## config.mk

```make
export PLATFORM = sky130hd
export DESIGN_NAME = msi_irq_ctrl
export DESIGN_NICKNAME = d
export VERILOG_FILES = /design/src/rtl/msi_irq_ctrl.sv
export SDC_FILE = /design/constraint.sdc
export NUM_CORES = 1
export LEC_CHECK = 0
export ABC_AREA = 1
export CAP_MARGIN = 10
export CORE_UTILIZATION = 60
export DETAILED_ROUTE_END_ITERATION = 6
export GPL_ROUTABILITY_DRIVEN = 0
export PLACE_DENSITY = 0.86
export SYNTH_ARGS = -nofsm -noshare
export SYNTH_HDL_FRONTEND = slang
export SYNTH_SLANG_ARGS = --single-unit
export TNS_END_PERCENT = 1
```

## constraint.sdc

```tcl
create_clock -name clk -period 2.65 [get_ports clk]
set_clock_uncertainty 0.05 [all_clocks]
set_input_delay 0.3975 -clock clk [delete_from_list [all_inputs] [get_ports clk]]
set_output_delay 0.3975 -clock clk [all_outputs]
set_load 0.01 [all_outputs]
```

## src/rtl/msi_irq_ctrl.sv

```systemverilog
// Multi-source interrupt-to-MSI controller. It catches rising edges on the
// irq_in lines as pending bits and picks among them round-robin. It issues one
// cfg_interrupt request at a time, and re-arms level sources that are still
// high once their holdoff timer runs out.
module msi_irq_ctrl #(
  parameter int unsigned NUM_SRC        = 4,
  parameter int unsigned VECTOR_BASE    = 1,
  parameter int unsigned HOLDOFF_CYCLES = 256
) (
  input  logic               clk,
  input  logic               rst_n,
  input  logic [NUM_SRC-1:0] irq_in,
  input  logic [NUM_SRC-1:0] irq_mask,
  input  logic               msi_enable,
  input  logic [2:0]         msi_mmenable,
  output logic               cfg_interrupt,
  input  logic               cfg_interrupt_rdy,
  output logic [7:0]         cfg_interrupt_di,
  output logic [NUM_SRC-1:0] irq_pending,
  output logic [15:0]        msi_sent_cnt
);

  localparam int unsigned IdxW   = (NUM_SRC > 1) ? $clog2(NUM_SRC) : 1;
  localparam int unsigned TimerW = (HOLDOFF_CYCLES < 1) ? 1 : $clog2(HOLDOFF_CYCLES + 1);

  typedef enum logic [1:0] {StIdle, StReq, StGap} state_e;

  state_e              state_q, state_d;
  logic [NUM_SRC-1:0]  irq_q;
  logic [NUM_SRC-1:0]  pend_q, pend_d;
  logic [NUM_SRC-1:0]  rise, expire, eligible, grant_vec;
  logic [TimerW-1:0]   timer_q [NUM_SRC];
  logic [TimerW-1:0]   timer_d [NUM_SRC];
  logic [IdxW-1:0]     rr_q, rr_d;
  logic [IdxW-1:0]     win_q, win_d;
  logic [IdxW-1:0]     sel_idx;
  logic                sel_found;
  logic                cfg_int_q, cfg_int_d;
  logic [7:0]          di_q, di_d;
  logic [15:0]         cnt_q, cnt_d;
  logic                grant;
  logic [7:0]          fold_mask;
  logic [7:0]          vec_fold;

  assign rise     = irq_in & ~irq_q;
  assign eligible = pend_q & ~irq_mask;

  // Round-robin search starting at the source after the last one granted.
  always_comb begin
    int unsigned idx;
    idx       = 0;
    sel_found = 1'b0;
    sel_idx   = '0;
    for (int unsigned i = 0; i < NUM_SRC; i++) begin
      idx = (32'(rr_q) + i) % NUM_SRC;
      if (!sel_found && eligible[IdxW'(idx)]) begin
        sel_found = 1'b1;
        sel_idx   = IdxW'(idx);
      end
    end
  end

  // Fold the winner's vector to the host-allocated count (at most 32 vectors).
  always_comb begin
    unique case (msi_mmenable)
      3'd0:    fold_mask = 8'h00;
      3'd1:    fold_mask = 8'h01;
      3'd2:    fold_mask = 8'h03;
      3'd3:    fold_mask = 8'h07;
      3'd4:    fold_mask = 8'h0f;
      default: fold_mask = 8'h1f;
    endcase
    vec_fold = (8'(VECTOR_BASE) + 8'(sel_idx)) & fold_mask;
  end

  // Request FSM: next state, registered request outputs and grant bookkeeping.
  always_comb begin
    state_d   = state_q;
    win_d     = win_q;
    rr_d      = rr_q;
    cfg_int_d = 1'b0;
    di_d      = di_q;
    cnt_d     = cnt_q;
    grant     = 1'b0;
    unique case (state_q)
      StIdle: begin
        if (msi_enable && sel_found) begin
          state_d   = StReq;
          win_d     = sel_idx;
          cfg_int_d = 1'b1;
          di_d      = vec_fold;
        end
      end
      StReq: begin
        cfg_int_d = 1'b1;
        if (cfg_interrupt_rdy) begin
          grant     = 1'b1;
          cfg_int_d = 1'b0;
          cnt_d     = cnt_q + 16'd1;
          rr_d      = (win_q == IdxW'(NUM_SRC - 1)) ? '0 : win_q + IdxW'(1);
          state_d   = StGap;
        end else if (!msi_enable) begin
          // Host withdrew MSI: drop the request, pending bit stays set.
          cfg_int_d = 1'b0;
          state_d   = StIdle;
        end
      end
      StGap:   state_d = StIdle;
      default: state_d = StIdle;
    endcase
  end

  // Per-source pending bits and holdoff timers; a new set beats a grant clear.
  always_comb begin
    for (int unsigned i = 0; i < NUM_SRC; i++) begin
      grant_vec[i] = grant && (win_q == IdxW'(i));
      expire[i]    = (HOLDOFF_CYCLES != 0) && (timer_q[i] == TimerW'(1)) && irq_in[i];
      if (grant_vec[i]) begin
        timer_d[i] = TimerW'(HOLDOFF_CYCLES);
      end else if (timer_q[i] != '0) begin
        timer_d[i] = timer_q[i] - TimerW'(1);
      end else begin
        timer_d[i] = timer_q[i];
      end
    end
    pend_d = (pend_q & ~grant_vec) | rise | expire;
  end

  // State registers.
  always_ff @(posedge clk or negedge rst_n) begin
    if (!rst_n) begin
      state_q   <= StIdle;
      irq_q     <= '0;
      pend_q    <= '0;
      rr_q      <= '0;
      win_q     <= '0;
      cfg_int_q <= 1'b0;
      di_q      <= '0;
      cnt_q     <= '0;
      for (int unsigned i = 0; i < NUM_SRC; i++) timer_q[i] <= '0;
    end else begin
      state_q   <= state_d;
      irq_q     <= irq_in;
      pend_q    <= pend_d;
      rr_q      <= rr_d;
      win_q     <= win_d;
      cfg_int_q <= cfg_int_d;
      di_q      <= di_d;
      cnt_q     <= cnt_d;
      for (int unsigned i = 0; i < NUM_SRC; i++) timer_q[i] <= timer_d[i];
    end
  end

  assign cfg_interrupt    = cfg_int_q;
  assign cfg_interrupt_di = di_q;
  assign irq_pending      = pend_q;
  assign msi_sent_cnt     = cnt_q;

endmodule

```

==> impl_metrics.prom <==
# TYPE chip_impl_metric gauge
chip_impl_metric{name="via_count",unit=""} 2967
chip_impl_metric{name="drt_pre_antenna_iters",unit=""} 4
chip_impl_metric{name="clk_pin_slew",unit="ns"} 0.07
chip_impl_metric{name="required",unit="ns"} 2.84
chip_impl_metric{name="cts.path.max_buffers",unit=""} 2
chip_impl_info{name="worst_setup_path_end_kind",value="register"} 1
chip_impl_metric{name="cts_setup_buffers",unit=""} 0
chip_impl_metric{name="p_sw_share",unit="%"} 40.5
chip_impl_metric{name="port_buffers",unit=""} 38
chip_impl_info{name="synth.most_common_cell",value="nand2_1"} 1
chip_impl_metric{name="rows",unit=""} 28
chip_impl_metric{name="antenna_found_initial",unit=""} 0
chip_impl_info{name="worst_hold_path_type",value="input port to async pin"} 1
chip_impl_metric{name="final_max_slew_viol_count",unit=""} 0
chip_impl_metric{name="power.density_cell_area",unit="nW/µm²"} 1070
chip_impl_metric{name="cp.arrival",unit="ns"} 2.06
chip_impl_info{name="timing_worst_setup_path_type",value="input port to register"} 1
chip_impl_info{name="regToRegStartpoint",value="timer_q[9]"} 1
chip_impl_metric{name="antenna_diode_count",unit=""} 0
chip_impl_metric{name="regArea",unit="µm²"} 1750
chip_impl_info{name="netlist_top_cells_area",value="dfrtp_1, nand2_1, inv_1"} 1
chip_impl_metric{name="syn_area_per_cell",unit="µm²"} 8.70
chip_impl_metric{name="drive_gt1_share",unit="%"} 11.1
chip_impl_metric{name="nets",unit=""} 502
chip_impl_metric{name="netlist.area_leader.share",unit="%"} 47.3
chip_impl_metric{name="maximum_clock_frequency",unit="MHz"} 535
chip_impl_metric{name="r2r_slack",unit="ns"} 0.82
chip_impl_metric{name="max_slew.worst_pin.slew",unit="ns"} 0.859
chip_impl_metric{name="boundaryPins",unit=""} 44
chip_impl_metric{name="synthToLayoutAreaGrowth",unit="%"} 18.0
chip_impl_metric{name="total_leakage_power",unit="µW"} 0.00220
chip_impl_metric{name="floorplan.initialDensity",unit="%"} 62.2
chip_impl_metric{name="filler_cell_count",unit=""} 438
chip_impl_metric{name="ys_warn_count",unit=""} 0
chip_impl_metric{name="power.sequential.fraction",unit="%"} 39.5
chip_impl_info{name="synth_commonest_cells",value="nand2_1, dfrtp_1, inv_1"} 1
chip_impl_metric{name="power.share.combinational",unit="%"} 40.8
chip_impl_info{name="ctsRootBufferMaster",value="clkbuf_8"} 1
chip_impl_metric{name="die_height",unit="µm"} 80.6
chip_impl_metric{name="detailedRoute.firstIterationViolations",unit=""} 171
chip_impl_metric{name="final.setup.tns",unit="ns"} 0
chip_impl_metric{name="clock_network_power_share",unit="%"} 19.7
chip_impl_metric{name="cts_max_level",unit=""} 3
chip_impl_metric{name="global_route_wire_length_before_repair",unit="µm"} 12800
chip_impl_metric{name="standard_cell_core_area",unit="µm²"} 5960
chip_impl_metric{name="timing.max_cap.violations",unit=""} 0
chip_impl_info{name="setup.worst_path.start_class",value="input port"} 1
chip_impl_metric{name="grt_start_max_net_pins",unit=""} 71
chip_impl_metric{name="r2r_cells",unit=""} 9
chip_impl_metric{name="synthesis_stage_register_bit_count",unit=""} 70
chip_impl_metric{name="grt_util_all_layers",unit="%"} 26.3
chip_impl_info{name="unrepaired_setup_endpoints_after_global_routing",value="false"} 1
chip_impl_metric{name="dpl-instance-area",unit="µm²"} 4150
chip_impl_metric{name="place.detailed.hpwl",unit="µm"} 5410
chip_impl_metric{name="cts_hold_repair.buffers",unit=""} 0
chip_impl_metric{name="power.net_switching",unit="µW"} 1890
chip_impl_metric{name="cts_sinks",unit=""} 70
chip_impl_metric{name="route.final.wire_length",unit="µm"} 7570
chip_impl_metric{name="drc_errors_left",unit=""} 0
chip_impl_metric{name="route.detailed.vias_per_inst",unit=""} 5.36
chip_impl_metric{name="p_int",unit="µW"} 2770
chip_impl_metric{name="number_of_hold_violations_in_the_final_report",unit=""} 0
chip_impl_metric{name="post_drt_wl_per_cell",unit="µm"} 13.7
chip_impl_metric{name="final_cell_area",unit="µm²"} 4370
chip_impl_metric{name="numCtsBuffers",unit=""} 9
chip_impl_info{name="worstReg2RegEnd",value="timer_q[16]"} 1
chip_impl_metric{name="fp.dieArea",unit="µm²"} 6490
chip_impl_metric{name="critical_path.max_fanout",unit=""} 10
chip_impl_metric{name="count_of_flip_flops_with_a_built_in_enable_after_synthesis",unit=""} 0
chip_impl_info{name="result_of_the_run",value="finished clean"} 1
chip_impl_metric{name="synthCells",unit=""} 426
chip_impl_metric{name="ys_seq_area_share",unit="%"} 47.3
chip_impl_metric{name="netlist-cell-type-count",unit=""} 42
chip_impl_metric{name="final.period_utilization",unit="%"} 70.6
chip_impl_metric{name="residual_overflow_from_global_routing",unit=""} 0
chip_impl_metric{name="later_pin_clock_latency_in_the_skew_report",unit="ns"} 0.34
chip_impl_info{name="cts_tree",value="yes"} 1
chip_impl_metric{name="chipWidth",unit="µm"} 80.6
chip_impl_metric{name="multiInputGateArea",unit="µm²"} 1680
chip_impl_metric{name="first_global_vias",unit=""} 2941
chip_impl_metric{name="ant_nets",unit=""} 0
chip_impl_info{name="synthFlopType",value="dfrtp_1"} 1
chip_impl_metric{name="post_cts.resized_instances",unit=""} 0
chip_impl_info{name="synth_top_cell_by_area",value="dfrtp_1"} 1
chip_impl_metric{name="async_reset_ff_share",unit="%"} 100
chip_impl_metric{name="timing.final.crit_period",unit="ns"} 1.87
chip_impl_metric{name="setup_viol_count_final",unit=""} 0
chip_impl_metric{name="synth_cell_area",unit="µm²"} 3700
chip_impl_metric{name="max_slew_margin",unit="%"} 42.7
chip_impl_metric{name="vdd.ir_drop.worst",unit="mV"} 0.588
## logic make-up (layout without fill, tap and decap cells)
family / Yosys count / after routing / share of synthesized area, %
xor+xnor: 21 / 21 / 4.96
other cells: 1 / 5 / 0.101
buf+inv: 70 / 119 / 7.87
simple gates: 195 / 195 / 26.6
compound gates: 56 / 56 / 8.78
flops: 70 / 70 / 47.3
fa+ha+maj: 13 / 13 / 4.39
## how the worst max path moves through the flow
stage                 startpoint          endpoint  cells past startpoint
2_1_floorplan    msi_sent_cnt[0]  msi_sent_cnt[14]                      8
3_3_place_gp   cfg_interrupt_rdy    irq_pending[2]                      6
3_5_place_dp   cfg_interrupt_rdy       timer_q[23]                      7
4_1_cts        cfg_interrupt_rdy       timer_q[23]                      7
5_1_grt        cfg_interrupt_rdy       timer_q[23]                      7
6_report       cfg_interrupt_rdy       timer_q[23]                      7
## area by class of cell
type	instances	area share [%]
Tap cell	75	2.15
Multi-Input combinational cell	290	38.3
Sequential cell	70	40.1
Inverter	63	5.52
Timing Repair Buffer	40	8.93
Clock buffer	13	4.09
Clock inverter	3	0.916
## cells in the final DEF, fill, tap and decap left out, types with 2 or more instances in the layout
master	synthesis	layout
a21oi_1	13	13
a22o_1	4	4
buf_4	6	2
clkbuf_8	0	13
clkdlybuf4s50_1	0	37
clkinv_2	0	2
conb_1	1	5
dfrtp_1	70	70
ha_1	13	13
inv_1	58	58
inv_2	3	3
inv_4	2	2
nand2_1	79	79
nand2_2	2	2
nand3_1	41	41
nand3_2	7	7
nand4_1	11	11
nor2_1	27	27
nor2_2	5	5
nor2_4	3	3
nor3_1	6	6
nor3_2	3	3
o211ai_1	2	2
o21ai_0	24	24
o21ai_1	3	3
o22ai_1	2	2
or2_2	4	4
xnor2_1	3	3
xor2_1	18	18
## state kept, by name, summed over array words and instances (netlist names)
signal            flops
irq_q                 4
cfg_interrupt         1
rr_q                  2
msi_sent_cnt         16
timer_q              36
win_q                 2
state_q               2
irq_pending           4
cfg_interrupt_di      3
## worst max-delay path, stage by stage
cell             delay, ns
clkdlybuf4s50_1       0.56
nand3_4               0.18
inv_1                 0.20
nand2_1               0.23
nand2_1               0.20
a21oi_1               0.08
a221oi_1              0.20
## metal layers
| metal | share of wire (%) | vias to the layer above | GRT usage [%] | routed length [µm] |
|---|---|---|---|---|
| li1 | - | 1480 | - | - |
| met1 | 44 | 1418 | 30.4 | 3300 |
| met2 | 52 | 63 | 45.8 | 3920 |
| met3 | 3.9 | 6 | 7.39 | 294 |
| met4 | 0.58 | 0 | 9.82 | 44 |
| met5 | 0 | - | 0 | 0 |
## power by group through the flow
stage	clock (µW)	combinational, µW	sequential [µW]
after floorplan	0	1360	1780
after global placement	0	1770	1820
after detailed placement	0	1860	1850
after CTS	937	1900	1840
after global routing	992	2160	1890
final	918	1900	1840
## per-stage QoR
step | hold slack [ns] | utilization [%] | power, µW | cells | setup WS [ns]
global placement | 0.417 | 69.7 | 3600 | 538 | 0.543
finish | 0.192 | 73.4 | 4660 | 554 | 0.780
CTS | 0.235 | 73.4 | 4680 | 554 | 0.794
detailed placement | 0.420 | 69.7 | 3700 | 538 | 0.422
floorplan | 0.0519 | - | 3140 | 430 | 1.08
global route | 0.268 | 73.4 | 5040 | 554 | 0.634
Note: power is estimated with default switching activity, not from simulation.
